<file path="config.mk">
export PLATFORM = sky130hd
export DESIGN_NAME = reg_file_8x16_flat
export DESIGN_NICKNAME = d
export VERILOG_FILES = /design/src/rtl/reg_file_8x16_pkg.sv /design/src/rtl/reg_file_8x16_if.sv /design/src/rtl/reg_file_8x16_reg_cell16.sv /design/src/rtl/reg_file_8x16.sv /design/src/flat_wrapper.sv
export SDC_FILE = /design/constraint.sdc
export NUM_CORES = 1
export LEC_CHECK = 0
export CAP_MARGIN = 30
export CELL_PAD_IN_SITES_DETAIL_PLACEMENT = 1
export CELL_PAD_IN_SITES_GLOBAL_PLACEMENT = 1
export CORE_MARGIN = 5
export CORE_UTILIZATION = 50
export CTS_BUF_LIST = sky130_fd_sc_hd__clkbuf_4 sky130_fd_sc_hd__clkbuf_8
export CTS_CLUSTER_DIAMETER = 100
export DETAILED_ROUTE_END_ITERATION = 10
export PLACE_DENSITY_LB_ADDON = 0.08
export SLEW_MARGIN = 15
export SYNTH_ARGS = -nofsm -noshare
export SYNTH_HDL_FRONTEND = slang
export SYNTH_HIERARCHICAL = 1
export SYNTH_SLANG_ARGS = --single-unit
</file>
<file path="constraint.sdc">
create_clock -name clk -period 2 [get_ports clk]
set_input_delay 0.2 -clock clk [delete_from_list [all_inputs] [get_ports clk]]
set_output_delay 0.2 -clock clk [all_outputs]
set_load 0.05 [all_outputs]
</file>
<file path="src/rtl/reg_file_8x16_pkg.sv">
// Shared types and constants for the 8x16 architectural register file.
package reg_file_8x16_pkg;
    localparam int DATA_W   = 16;
    localparam int ADDR_W   = 3;
    localparam int NUM_REGS = 8;
    localparam int R0_IDX   = 0;
    localparam int CNT_W    = 8;

    typedef logic [ADDR_W-1:0] reg_addr_t;
    typedef logic [DATA_W-1:0] reg_data_t;

    localparam logic [CNT_W-1:0] WR_COUNT_MAX = '1;

    function automatic logic [NUM_REGS-1:0] addr_onehot(input reg_addr_t a);
        addr_onehot    = '0;
        addr_onehot[a] = 1'b1;
    endfunction
endpackage

</file>
<file path="src/rtl/reg_file_8x16_if.sv">
// Read/write bus of the register file; decode drives it as master.
interface reg_file_8x16_if;
    import reg_file_8x16_pkg::*;

    reg_addr_t          rd_addr_a;
    reg_data_t          rd_data_a;
    reg_addr_t          rd_addr_b;
    reg_data_t          rd_data_b;
    logic               wr_en;
    reg_addr_t          wr_addr;
    reg_data_t          wr_data;
    logic [CNT_W-1:0]   wr_count;

    modport master (
        output rd_addr_a, rd_addr_b, wr_en, wr_addr, wr_data,
        input  rd_data_a, rd_data_b, wr_count
    );

    modport slave (
        input  rd_addr_a, rd_addr_b, wr_en, wr_addr, wr_data,
        output rd_data_a, rd_data_b, wr_count
    );
endinterface

</file>
<file path="src/rtl/reg_file_8x16_reg_cell16.sv">
// Single 16-bit storage cell with async active-low clear and write enable.
module reg_cell16
    import reg_file_8x16_pkg::*;
(
    input  logic      clk,
    input  logic      rst_n,
    input  logic      we_i,
    input  reg_data_t d_i,
    output reg_data_t q_o
);
    reg_data_t data_q;

    always_ff @(posedge clk or negedge rst_n) begin
        if (!rst_n) begin
            data_q <= '0;
        end else if (we_i) begin
            data_q <= d_i;
        end
    end

    assign q_o = data_q;
endmodule

</file>
<file path="src/rtl/reg_file_8x16.sv">
// 8x16 register file: two combinational read ports, one write port,
// optional hardwired-zero R0 and optional same-cycle write bypass.
module reg_file_8x16
    import reg_file_8x16_pkg::*;
#(
    parameter bit R0_ZERO = 1'b1,
    parameter bit BYPASS  = 1'b0
) (
    input  logic           clk,
    input  logic           rst_n,
    reg_file_8x16_if.slave bus
);
    logic [NUM_REGS-1:0] wr_sel;
    logic                wr_commit;
    reg_data_t           regs [NUM_REGS];
    logic [CNT_W-1:0]    wr_count_q;
    logic [CNT_W-1:0]    wr_count_d;
    reg_data_t           rd_data_a;
    reg_data_t           rd_data_b;

    always_comb begin
        wr_sel = bus.wr_en ? addr_onehot(bus.wr_addr) : '0;
        if (R0_ZERO) begin
            wr_sel[R0_IDX] = 1'b0;
        end
    end

    assign wr_commit = |wr_sel;

    for (genvar i = 0; i < NUM_REGS; i++) begin : g_cell
        if (R0_ZERO && (i == R0_IDX)) begin : g_zero
            assign regs[i] = '0;
        end else begin : g_reg
            reg_cell16 u_cell (
                .clk   (clk),
                .rst_n (rst_n),
                .we_i  (wr_sel[i]),
                .d_i   (bus.wr_data),
                .q_o   (regs[i])
            );
        end
    end

    // Bypass is suppressed while in reset so reads stay at zero.
    always_comb begin
        rd_data_a = regs[bus.rd_addr_a];
        if (BYPASS && rst_n && bus.wr_en && (bus.wr_addr == bus.rd_addr_a)) begin
            rd_data_a = bus.wr_data;
        end
        if (R0_ZERO && (bus.rd_addr_a == reg_addr_t'(R0_IDX))) begin
            rd_data_a = '0;
        end
    end

    always_comb begin
        rd_data_b = regs[bus.rd_addr_b];
        if (BYPASS && rst_n && bus.wr_en && (bus.wr_addr == bus.rd_addr_b)) begin
            rd_data_b = bus.wr_data;
        end
        if (R0_ZERO && (bus.rd_addr_b == reg_addr_t'(R0_IDX))) begin
            rd_data_b = '0;
        end
    end

    always_comb begin
        wr_count_d = wr_count_q;
        if (wr_commit && (wr_count_q != WR_COUNT_MAX)) begin
            wr_count_d = wr_count_q + 1'b1;
        end
    end

    always_ff @(posedge clk or negedge rst_n) begin
        if (!rst_n) begin
            wr_count_q <= '0;
        end else begin
            wr_count_q <= wr_count_d;
        end
    end

    assign bus.rd_data_a = rd_data_a;
    assign bus.rd_data_b = rd_data_b;
    assign bus.wr_count  = wr_count_q;
endmodule

</file>
<file path="src/flat_wrapper.sv">
// flat-port wrapper written by rule: the top's interface ports become plain ports
module reg_file_8x16_flat import reg_file_8x16_pkg::*;
#(
    parameter bit R0_ZERO = 1'b1,
    parameter bit BYPASS  = 1'b0
)
  (clk, rst_n, bus_rd_addr_a, bus_rd_addr_b, bus_wr_en, bus_wr_addr, bus_wr_data, bus_rd_data_a, bus_rd_data_b, bus_wr_count);
  reg_file_8x16_if bus_i ();
  input  logic clk;
  input  logic rst_n;
  input wire logic [$bits(bus_i.rd_addr_a)-1:0] bus_rd_addr_a;
  input wire logic [$bits(bus_i.rd_addr_b)-1:0] bus_rd_addr_b;
  input wire logic [$bits(bus_i.wr_en)-1:0] bus_wr_en;
  input wire logic [$bits(bus_i.wr_addr)-1:0] bus_wr_addr;
  input wire logic [$bits(bus_i.wr_data)-1:0] bus_wr_data;
  output wire logic [$bits(bus_i.rd_data_a)-1:0] bus_rd_data_a;
  output wire logic [$bits(bus_i.rd_data_b)-1:0] bus_rd_data_b;
  output wire logic [$bits(bus_i.wr_count)-1:0] bus_wr_count;
  assign bus_i.rd_addr_a = bus_rd_addr_a;
  assign bus_i.rd_addr_b = bus_rd_addr_b;
  assign bus_i.wr_en = bus_wr_en;
  assign bus_i.wr_addr = bus_wr_addr;
  assign bus_i.wr_data = bus_wr_data;
  assign bus_rd_data_a = bus_i.rd_data_a;
  assign bus_rd_data_b = bus_i.rd_data_b;
  assign bus_wr_count = bus_i.wr_count;
  reg_file_8x16 #(.R0_ZERO(R0_ZERO), .BYPASS(BYPASS)) u_core (.clk(clk), .rst_n(rst_n), .bus(bus_i));
endmodule
</file>
==> results.yml <==
run_status:
  outcome: "finished clean"
grt:
  grt_pass1_vias: 5259
  maximum_number_of_pins_on_one_net_before_global_route_repair: 45
  overflow: 0
  grt_antenna_before_repair: 0
  grt_use_total_pct: 23.1
  first_pass_grt_wire_length_um: 28800
cells_and_area:
  final.fill_count: 1227
  area_growth_syn_to_layout_pct: 26.0
  finalNetCount: 585
  drive_gt1_share_pct: 51.7
  antenna_cells_inserted: 0
  finish.utilization_pct: 64.7
yosys:
  synthDominantCellAreaShare_pct: 44.0
  asyncSetResetFlopFracSynth_pct: 100
  synth_sequential_area_ratio_pct: 44.0
  net_count_synth: 502
  synth.most_common_cell: "dfrtp_1"
  synth_top_cell_by_area: "dfrtp_1"
  synth_flop_cell: "dfrtp_1"
  synth-warning-count: 6
  syn_area_per_cell_um2: 14.4
  count_of_flip_flops_with_a_built_in_enable_after_synthesis: 0
  post_synth_most_frequent_cells: "dfrtp_1, mux2_4, mux2_2"
  synth-seq-cells: 120
  combined_area_of_all_synthesized_cells_um2: 6830
  ys_top_cells_by_area: "dfrtp_1, mux2_4, mux2_2"
  synthDistinctLibCells: 38
  synthCells: 473
worst_setup_path:
  crit_slowest_cell: "clkdlybuf4s50_1"
  end_kind: "primary output"
  type_of_the_setup_path_with_the_least_slack: "flip-flop to primary output"
  startpoint_class: "flip-flop"
  critical_path_depth: 1
  worst_path_dominant_cell_family: "buffers and inverters"
  reg2regPathDepth: 4
  crit_path_cell_trace: "clkdlybuf4s50_1"
  worst_path_largest_cell_delay_ns: 0.84
  worst-path-buf-inv: 1
  worst-path-max-fanout: 5
  critical_path_arrival_ns: 1.73
  worst-endpoint-required_ns: 1.80
floorplanning:
  fp.dieH_um: 127
  fp.coreArea_um2: 13300
  initial_core_util_pct: 51.4
  die-area_um2: 16100
  io_pins: 68
  rows: 42
  fp.dieW_um: 127
timing:
  period_minus_slack_ns: 1.93
  maxSlewHeadroom_pct: 66.4
  fmaxAchievable_ghz: 0.518
  finalSetupViolCount: 0
  timing.clock.skew_ns: 0.00259
  hold_viol_final: 0
  final_critical_path_setup_slack_ns: 0.0709
  grt_setup_unrepaired: "true"
  hold_slack_ns: 0.259
  finalCritPeriodShare_pct: 96.5
  slew_viol_final: 0
  worst_slew_pin_slew_ns: 0.503
routing:
  route.detailed.drc: 0
  vias: 4411
  firstDrtPassIters: 6
  dr_wl_met2_um: 9480
  final_antenna_net_count: 0
  wl_um: 17800
  drt-initial-drc-count: 214
  routed_wire_length_per_instance_um: 23.8
  vias_per_cell: 5.92
  highest_layer: "met4"
  met3WireLength_um: 528
  route.layer.met1.wl_um: 7470
power:
  finalPower_w: 0.00924
  total_leakage_power_nw: 3.66
  power_per_cell_area_nw_per_um2: 1070
  vdd_drop_max_uv: 743
clock_network:
  htreeDepth: 4
  tritoncts.num_buffers: 17
  postCtsSetupRepairBufs: 0
  clkSlewWorstSetupHoldPaths_ns: 0.07
  clock_sink_count: 120
  cts_buffer_depth: 2
  cts_tree: "built"
  cts_root_buf: "clkbuf_8"
  clock_latency_ns: 0.44
hold_path:
  holdCritPathClass: "input port to async pin"
place:
  place_worst_setup_slack_ns: -0.237
  post-dp-hpwl_um: 11700
  io_buffers: 67
  gp_congestion: 0.755
flow_run:
  maxCapViolations: 0
## flip-flops by register name, indices dropped and copies added, names as in the netlist
register                        cells
u_core/bus.wr_count                 8
u_core/g_cell.g_reg.u_cell/q_o    112
## stage by stage
step           instance area (um2)  std cells  TNS (ns)
3_5_place_dp                  8120        712     -2.89
5_1_grt                       8610        745   -0.0158
3_3_place_gp                  8120        712     -1.78
6_report                      8610        745         0
2_1_floorplan                 6830        473         0
4_1_cts                       8560        745         0
## cell usage in the layout (no fill, tap or decap), drive strengths merged, types with 2 or more instances in the layout
| master | instances |
|---|---|
| buf | 70 |
| mux2 | 145 |
| nor3 | 3 |
| clkinv | 5 |
| dfrtp | 120 |
| a21oi | 17 |
| clkdlybuf4s50 | 28 |
| inv | 14 |
| clkinvlp | 5 |
| nand3 | 2 |
| nor2b | 3 |
| o21ai | 18 |
| nand2 | 24 |
| nand2b | 3 |
| mux4 | 32 |
| nor2 | 7 |
| bufinv | 3 |
| and3 | 2 |
| dlygate4sd2 | 2 |
| a221oi | 13 |
| clkbuf | 19 |
| xnor2 | 3 |
| dlymetal6s2s | 2 |
| a22oi | 18 |
## kinds of logic (layout without fill, tap and decap cells)
family          count (synthesis)  after routing  synth area share (%)
compound gates                 71             71                  7.13
xor+xnor                        4              4                 0.513
fa+ha+maj                       1              1                 0.183
buf+inv                        53            149                  6.69
flops                         120            120                  44.0
mux                           178            178                  38.5
simple gates                   46             46                  3.06
## routing by layer
metal	GRT usage (%)	vias up
li1	-	1937
met1	28.0	2362
met2	41.3	89
met3	4.58	23
met4	7.19	0
met5	0	-
## final timing paths
path / startpoint / end / slack, ns
max in group asynchronous: rst_n / u_core/g_cell[4].g_reg.u_cell/q_o[0] / 1.11
min in group clk: u_core/bus.wr_count[2] / u_core/bus.wr_count[2] / 0.53
min: rst_n / u_core/g_cell[6].g_reg.u_cell/q_o[9] / 0.26
max: u_core/bus.wr_count[3] / bus_wr_count[3] / 0.07
min reg2reg: u_core/bus.wr_count[2] / u_core/bus.wr_count[2] / 0.53
max reg2reg: u_core/bus.wr_count[0] / u_core/bus.wr_count[1] / 0.39
## power breakdown
| group | leakage [nW] | switching [W] | internal, W | total (W) |
|---|---|---|---|---|
| clock | 0.199 | 0.00102 | 0.00128 | 0.00230 |
| sequential | 1.44 | 0.000514 | 0.00300 | 0.00351 |
| combinational | 2.02 | 0.00159 | 0.00183 | 0.00343 |
## timing repair
action	4_1_cts	5_1_grt
hold buffers	1	0
gates resized for setup	6	11
endpoints found under the setup margin	31	9
hold endpoints to repair	33	0
pin swaps	0	1
## final cells by class
cell class                 count  area, um2  area share [%]
clock buffer                  19        262            3.04
clock inverter                13        153            1.77
inverter                      14       52.6           0.611
multi-input combinational    300       3440            40.0
sequential                   120       3000            34.9
tap                          176        220            2.56
timing repair buffer         103       1470            17.1
Note: power is estimated with default switching activity, not from simulation.
